`config.mk`:
```
export PLATFORM = sky130hd
export DESIGN_NAME = i2s_mic_rx
export DESIGN_NICKNAME = d
export VERILOG_FILES = /design/src/rtl/i2s_mic_rx_pkg.sv /design/src/rtl/i2s_mic_rx_sck.sv /design/src/rtl/i2s_mic_rx.sv
export SDC_FILE = /design/constraint.sdc
export NUM_CORES = 1
export LEC_CHECK = 0
export BUFFER_PORTS_ARGS = -buffer_cell sky130_fd_sc_hd__buf_2
export CAP_MARGIN = 20
export CORE_AREA = 2 2 71 123
export CTS_BUF_LIST = sky130_fd_sc_hd__clkbuf_8
export CTS_CLUSTER_DIAMETER = 60
export DETAILED_ROUTE_END_ITERATION = 10
export DIE_AREA = 0 0 73 125
export SYNTH_ARGS = -nofsm -noshare
export SYNTH_HDL_FRONTEND = slang
export SYNTH_SLANG_ARGS = --single-unit
```
`constraint.sdc`:
```
create_clock -name clk -period 1.5 [get_ports clk]
set_input_delay 0.15 -clock clk [delete_from_list [all_inputs] [get_ports clk]]
set_output_delay 0.15 -clock clk [all_outputs]
set_load 0.02 [all_outputs]
```
`src/rtl/i2s_mic_rx_pkg.sv`:
```
// Shared constants, state encoding and frame helpers for the I2S microphone receiver.
// The frame is two 32-bit slots, and word select is high for bit positions 31..62.
package i2s_mic_rx_pkg;

  localparam int SLOT_BITS      = 32;
  localparam int FRAME_BITS     = 64;
  localparam int DATA_W_DEFAULT = 18;

  typedef enum logic {
    IDLE = 1'b0,
    RUN  = 1'b1
  } state_t;

  // ws leads each slot MSB by one bit: high for b=31..62, low otherwise
  function automatic logic ws_for_bit(input logic [5:0] b);
    return (b >= 6'(SLOT_BITS - 1)) && (b <= 6'(FRAME_BITS - 2));
  endfunction

endpackage

```
`src/rtl/i2s_mic_rx_sck.sv`:
```
// Bit-clock generator: divides clk into ada_sck and emits the strobes the receiver uses.
// The last cycle of the high phase is also the edge where sck falls, so both strobes coincide.
module i2s_sck_gen
  import i2s_mic_rx_pkg::*;
#(
  parameter int CLK_DIV = 8
) (
  input  logic clk,
  input  logic rst,
  input  logic run,
  output logic sck,
  output logic sck_rise_last,
  output logic sck_fall
);

  localparam logic [7:0] LAST = 8'(CLK_DIV - 1);

  logic [7:0] cnt_r;
  logic       sck_r;
  logic       tick_s;

  assign tick_s = run && (cnt_r == LAST);

  // Half-period divider; held at zero with sck low whenever not running
  always_ff @(posedge clk) begin
    if (rst) begin
      cnt_r <= 8'd0;
      sck_r <= 1'b0;
    end else if (!run) begin
      cnt_r <= 8'd0;
      sck_r <= 1'b0;
    end else if (cnt_r == LAST) begin
      cnt_r <= 8'd0;
      sck_r <= ~sck_r;
    end else begin
      cnt_r <= cnt_r + 8'd1;
    end
  end

  assign sck           = sck_r;
  assign sck_rise_last = tick_s && sck_r;
  assign sck_fall      = tick_s && sck_r;

endmodule

```
`src/rtl/i2s_mic_rx.sv`:
```
// I2S microphone receiver: drives sck/ws, captures the left slot MSB first and
// presents it through a one-deep holding register with a sticky overrun flag.
module i2s_mic_rx
  import i2s_mic_rx_pkg::*;
#(
  parameter int CLK_DIV = 8,
  parameter int DATA_W  = DATA_W_DEFAULT
) (
  input  logic              clk,
  input  logic              rst,
  input  logic              en,
  output logic              ada_sck,
  output logic              ada_ws,
  input  logic              ada_sd,
  output logic              ada_lrs,
  output logic [DATA_W-1:0] sample,
  output logic              sample_valid,
  input  logic              sample_ready,
  output logic              overrun,
  input  logic              overrun_clr
);

  state_t              state_r, state_next_s;
  logic                run_s, sck_s, sck_rise_last_s, sck_fall_s;
  logic                sd_meta_r, sd_sync_r;
  logic [5:0]          bit_r;
  logic                ws_r, done_r;
  logic [DATA_W-1:0]   shift_r, sample_r;
  logic                valid_r, overrun_r;
  logic                in_data_s, last_bit_s, accept_s, drop_s;

  assign run_s = (state_r == RUN);

  i2s_sck_gen #(.CLK_DIV(CLK_DIV)) u_sck (
    .clk          (clk),
    .rst          (rst),
    .run          (run_s),
    .sck          (sck_s),
    .sck_rise_last(sck_rise_last_s),
    .sck_fall     (sck_fall_s)
  );

  // State register
  always_ff @(posedge clk) begin
    if (rst) begin
      state_r <= IDLE;
    end else begin
      state_r <= state_next_s;
    end
  end

  // Next-state logic
  always_comb begin
    state_next_s = state_r;
    case (state_r)
      IDLE:    if (en) state_next_s = RUN;  else state_next_s = IDLE;
      RUN:     if (!en) state_next_s = IDLE; else state_next_s = RUN;
      default: state_next_s = IDLE;
    endcase
  end

  // Two-flop synchronizer for the asynchronous mic data
  always_ff @(posedge clk) begin
    if (rst) begin
      sd_meta_r <= 1'b0;
      sd_sync_r <= 1'b0;
    end else begin
      sd_meta_r <= ada_sd;
      sd_sync_r <= sd_meta_r;
    end
  end

  assign in_data_s  = (int'(bit_r) < DATA_W);
  assign last_bit_s = (int'(bit_r) == DATA_W - 1);

  // Bit position, word select and left-slot shift register; idle parks at b=63
  always_ff @(posedge clk) begin
    if (rst || !run_s) begin
      bit_r   <= 6'd63;
      ws_r    <= 1'b0;
      shift_r <= '0;
      done_r  <= 1'b0;
    end else begin
      done_r <= sck_rise_last_s && last_bit_s;
      if (sck_rise_last_s && in_data_s) begin
        shift_r <= {shift_r[DATA_W-2:0], sd_sync_r};
      end
      if (sck_fall_s) begin
        bit_r <= bit_r + 6'd1;
        ws_r  <= ws_for_bit(bit_r + 6'd1);
      end
    end
  end

  assign accept_s = done_r && (!valid_r || sample_ready);
  assign drop_s   = done_r && valid_r && !sample_ready;

  // Holding register, valid handshake and sticky overrun (set beats clear)
  always_ff @(posedge clk) begin
    if (rst) begin
      sample_r  <= '0;
      valid_r   <= 1'b0;
      overrun_r <= 1'b0;
    end else begin
      if (accept_s) begin
        sample_r <= shift_r;
        valid_r  <= 1'b1;
      end else if (valid_r && sample_ready) begin
        valid_r <= 1'b0;
      end
      if (drop_s) begin
        overrun_r <= 1'b1;
      end else if (overrun_clr) begin
        overrun_r <= 1'b0;
      end
    end
  end

  assign ada_sck      = sck_s;
  assign ada_ws       = ws_r;
  assign ada_lrs      = 1'b0;
  assign sample       = sample_r;
  assign sample_valid = valid_r;
  assign overrun      = overrun_r;

endmodule

```
==> impl_results.md <==
- Status: finished with violations
- Violated checks: negative setup slack
- CTS buffer count: 9
- Worst Hold Class: in2reg
- Area growth, synth to finish: 33.1%
- Critical path origin: u_sck.cnt_r[6]$_SDFF_PP0_
- CP Launch Type: flop
- Critical path capture point type: flop
- Worst-path clk slew: 0.07 ns
- Die height: 125 um
- Placeable Area: 0.00820 mm^2
- Synthesized instance count: 277
- Area contributors post-synth: dfxtp_1 (49%), a21oi_1 (8.2%), nand2_1 (7.1%)
- Unique cell type count in the Yosys netlist: 37
- Router iterations before antenna repair: 4
- Clk buf depth: 2
- Depth of the CTS H-tree: 3
- Crit path max-delay cell type: or3_1
- YS warnings: 0
- Max Slew Vio Count: 0
- Mean post-synth cell area: 8.55 um^2
- Crit path cell chain: nor4_4, buf_4, nand4_1, or3_1, nand3_1
- Fillers: 819
- RSZ-0062 raised after global routing: yes
- Die Area: 0.00913 mm^2
- Post-Layout Cell Count: 431
- Setup ws final: -0.0274 ns
- Skew-Pair Late Insertion Delay: 0.33 ns
- Worst setup endpoint: bit_r[4]$_SDFFE_PP1P_
- Starting DRT DRC Count: 198
- Clock power frac: 0.446
- Skew final: 0.00951 ns
- Post-Route WL: 5630 um
- Number of global-route vias before repair: 2,020
- First-pass GRT wire length: 8940 um
- Pint: 2.20 mW
- Synth Cell Area: 0.00237 mm^2
- Largest net degree at the start of global routing: 22
- WHS: 0.0356 ns
- Die width: 73 um
- Antenna diodes: 0
- Routability cong.: 0.861
- Cells after DPL: 404
- Clock Tree Root: clkbuf_8
- Yosys reg bits: 58
- Post-Syn Nets: 287
- Layout Nets: 344
- Per-cell routed wire length: 13.1 um
- Tcrit/Tclk final: 1.02
- Worst vdd ir: 0.532 mV
- Rows: 44
- Dpl cell area: 0.00277 mm^2
- Slowest Stage Delay on Critical Path: 0.39 ns
- Initial antenna violation count: 0
- Slew at the pin closest to its max-slew limit: 0.686 ns
- Reg-to-Reg End: bit_r[4]$_SDFFE_PP1P_
- Fmax: 655 MHz
- Share of cells above drive strength 1: 0.316
- Worst r2r path cells: 5
- Leading area contributor after synthesis: dfxtp_1
- WP depth: 5
- Total GRT Usage: 0.122
- Final hold violations: 0
- Critical path buffers and inverters: 1
- Leak pwr: 1.22 nW
- Headroom to the max-slew limit: 0.540
- Seq/Total Area, Yosys: 0.490
- Flop-to-flop setup slack: -0.03 ns
- R2r startpoint: u_sck.cnt_r[6]$_SDFF_PP0_
- Async S/R FF share, synth: 0
- Remaining global-route overflow: 0
- CTS sink count: 58
- HPWL Detailed: 3550 um
- Switching pwr: 0.666 mW
- Post-route minimum period: 1.53 ns
- Post-synth EDFFs: 0
- Combinational Power Share: 0.016
- Critical path class: reg2reg
- Sequential power share: 0.539
- Initial Util: 0.289
- Num ports: 29
- PortBufs: 27
- CP required: 1.76 ns
- Power density cells: 909 mW/mm^2
- Crit Path Max Fanout: 4
- Post-DRT Antenna Nets: 0
- CTS tree: yes
- CTS Hold Buffers Added: 0
- Main synth FF type: dfxtp_1
- Vias: 2,188
- Final setup violation count: 6
- Kind of cell adding the most delay to the critical path: simple AND/OR/NAND/NOR gates
- CP Data Arrival Time: 1.79 ns
- DR DRC count: 0
- Sw frac: 0.233
- Maxcap violations: 0
- Synth top area share: 0.490
- Vias per cell: 5.08
- Final instance area: 0.00315 mm^2
[kinds of logic (layout without fill, tap and decap cells)]
kind of cell / Yosys count / after routing / share of synthesized area
adder cells (fa/ha/maj): 4 / 4 / 0.0211
buffers and inverters: 21 / 81 / 0.0481
flip-flops: 58 / 58 / 0.490
AND/OR/NAND/NOR: 117 / 119 / 0.252
other: 1 / 1 / 0.00158
XOR/XNOR: 9 / 9 / 0.0333
AO/OA/AOI/OAI: 67 / 67 / 0.153
[layer usage]
metal / routed length [um] / track usage / vias to the layer above
li1: - / - / 1079
met1: 2280 / 0.128 / 1052
met2: 3010 / 0.217 / 45
met3: 195 / 0.0355 / 12
met4: 144 / 0.0512 / 0
met5: 0 / 0 / -
[synthesized netlist by cell type, types with 2 or more instances]
cell      instances
a21oi_1          39
nor3_1            2
dfxtp_1          58
xnor2_1           2
nor2b_1           7
nand4_1           2
ha_1              4
buf_2             4
nand2_1          45
o21ai_1           5
inv_1             3
o21ai_0          16
and3_1            5
buf_8             2
nand3b_1          2
nand2b_1          2
xor2_1            7
and4b_1           2
nor2_1           14
buf_4             2
clkbuf_1         10
or3_1             2
nand3_1          28
[worst reg2reg max path, stage by stage (launching register included)]
cell     delay (ns)
dfxtp_4        0.36
nor4_4         0.32
buf_4          0.17
nand4_1        0.16
or3_1          0.39
nand3_1        0.07
[worst min path at each step]
| stage | startpoint | endpoint | slack [ns] | depth (start not counted) |
|---|---|---|---|---|
| floorplan | rst | run_s$_SDFF_PP0_ | 0.22 | 1 |
| global placement | ada_sd | sd_meta_r$_SDFF_PP0_ | 0.36 | 2 |
| detailed placement | ada_sd | sd_meta_r$_SDFF_PP0_ | 0.37 | 2 |
| CTS | ada_sd | sd_meta_r$_SDFF_PP0_ | 0.02 | 2 |
| global route | en | run_s$_SDFF_PP0_ | 0.05 | 2 |
| finish | ada_sd | sd_meta_r$_SDFF_PP0_ | 0.04 | 2 |
[repair_timing]
action | 4_1_cts | 5_1_grt
cloned | 1 | 2
resized for setup | 16 | 16
setup endpoints to repair | 39 | 23
setup buffers | 5 | 3
pin swaps | 6 | 11
[power groups by stage]
stage	Clock [mW]	Sequential (mW)	Combinational [mW]
after floorplan	0	1.58	0.0250
after global placement	0	1.58	0.0429
after detailed placement	0	1.58	0.0440
after CTS	1.31	1.54	0.0441
after global routing	1.37	1.54	0.0494
final	1.28	1.54	0.0444
[layout by cell type, fill, tap and decap left out, types with 2 or more instances in the layout]
| cell type | netlist | routed |
|---|---|---|
| nor2b_1 | 7 | 6 |
| dfxtp_4 | 0 | 3 |
| clkinvlp_4 | 0 | 3 |
| o21ai_1 | 5 | 12 |
| nor2_1 | 14 | 14 |
| clkinv_2 | 0 | 2 |
| a21oi_2 | 0 | 2 |
| buf_4 | 2 | 30 |
| nand2_1 | 45 | 44 |
| ha_1 | 4 | 2 |
| or3_1 | 2 | 2 |
| nand4_4 | 1 | 3 |
| o21ai_2 | 0 | 4 |
| xnor2_1 | 2 | 2 |
| nor3_1 | 2 | 2 |
| and4b_1 | 2 | 2 |
| clkbuf_8 | 0 | 10 |
| a21oi_1 | 39 | 37 |
| xor2_1 | 7 | 7 |
| ha_4 | 0 | 2 |
| buf_12 | 0 | 3 |
| o21ai_0 | 16 | 5 |
| nand2b_1 | 2 | 2 |
| buf_2 | 4 | 27 |
| nand3b_1 | 2 | 2 |
| dfxtp_1 | 58 | 52 |
| and3_1 | 5 | 5 |
| inv_1 | 3 | 3 |
| dfxtp_2 | 0 | 3 |
| nand4_1 | 2 | 2 |
| nand3_1 | 28 | 24 |
| nand3_2 | 0 | 4 |
[metrics by stage]
| stage | setup slack (ns) | power [mW] | utilization | TNS (ns) |
|---|---|---|---|---|
| floorplan | 0.00217 | 1.61 | - | 0 |
| global placement | -0.148 | 1.62 | 0.338 | -2.53 |
| detailed placement | -0.223 | 1.62 | 0.338 | -4.17 |
| CTS | -0.0362 | 2.90 | 0.369 | -0.0739 |
| global route | -0.135 | 2.96 | 0.384 | -1.63 |
| finish | -0.0274 | 2.86 | 0.384 | -0.0633 |
[sequential cells by signal, indices dropped and copies added (netlist names), 6 cells and up]
register	flops
u_sck.cnt_r	8
sample	18
bit_r	6
shift_r	18
[cell type report]
class	instances	area, um^2	share of cell area
Clock buffer	10	138	0.0437
Tap cell	92	115	0.0365
Inverter	3	11.3	0.00357
Timing Repair Buffer	62	457	0.145
Clock inverter	6	41.3	0.0131
Sequential cell	58	1180	0.373
Multi-Input combinational cell	200	1210	0.385
Note: power is estimated with default switching activity, not from simulation.
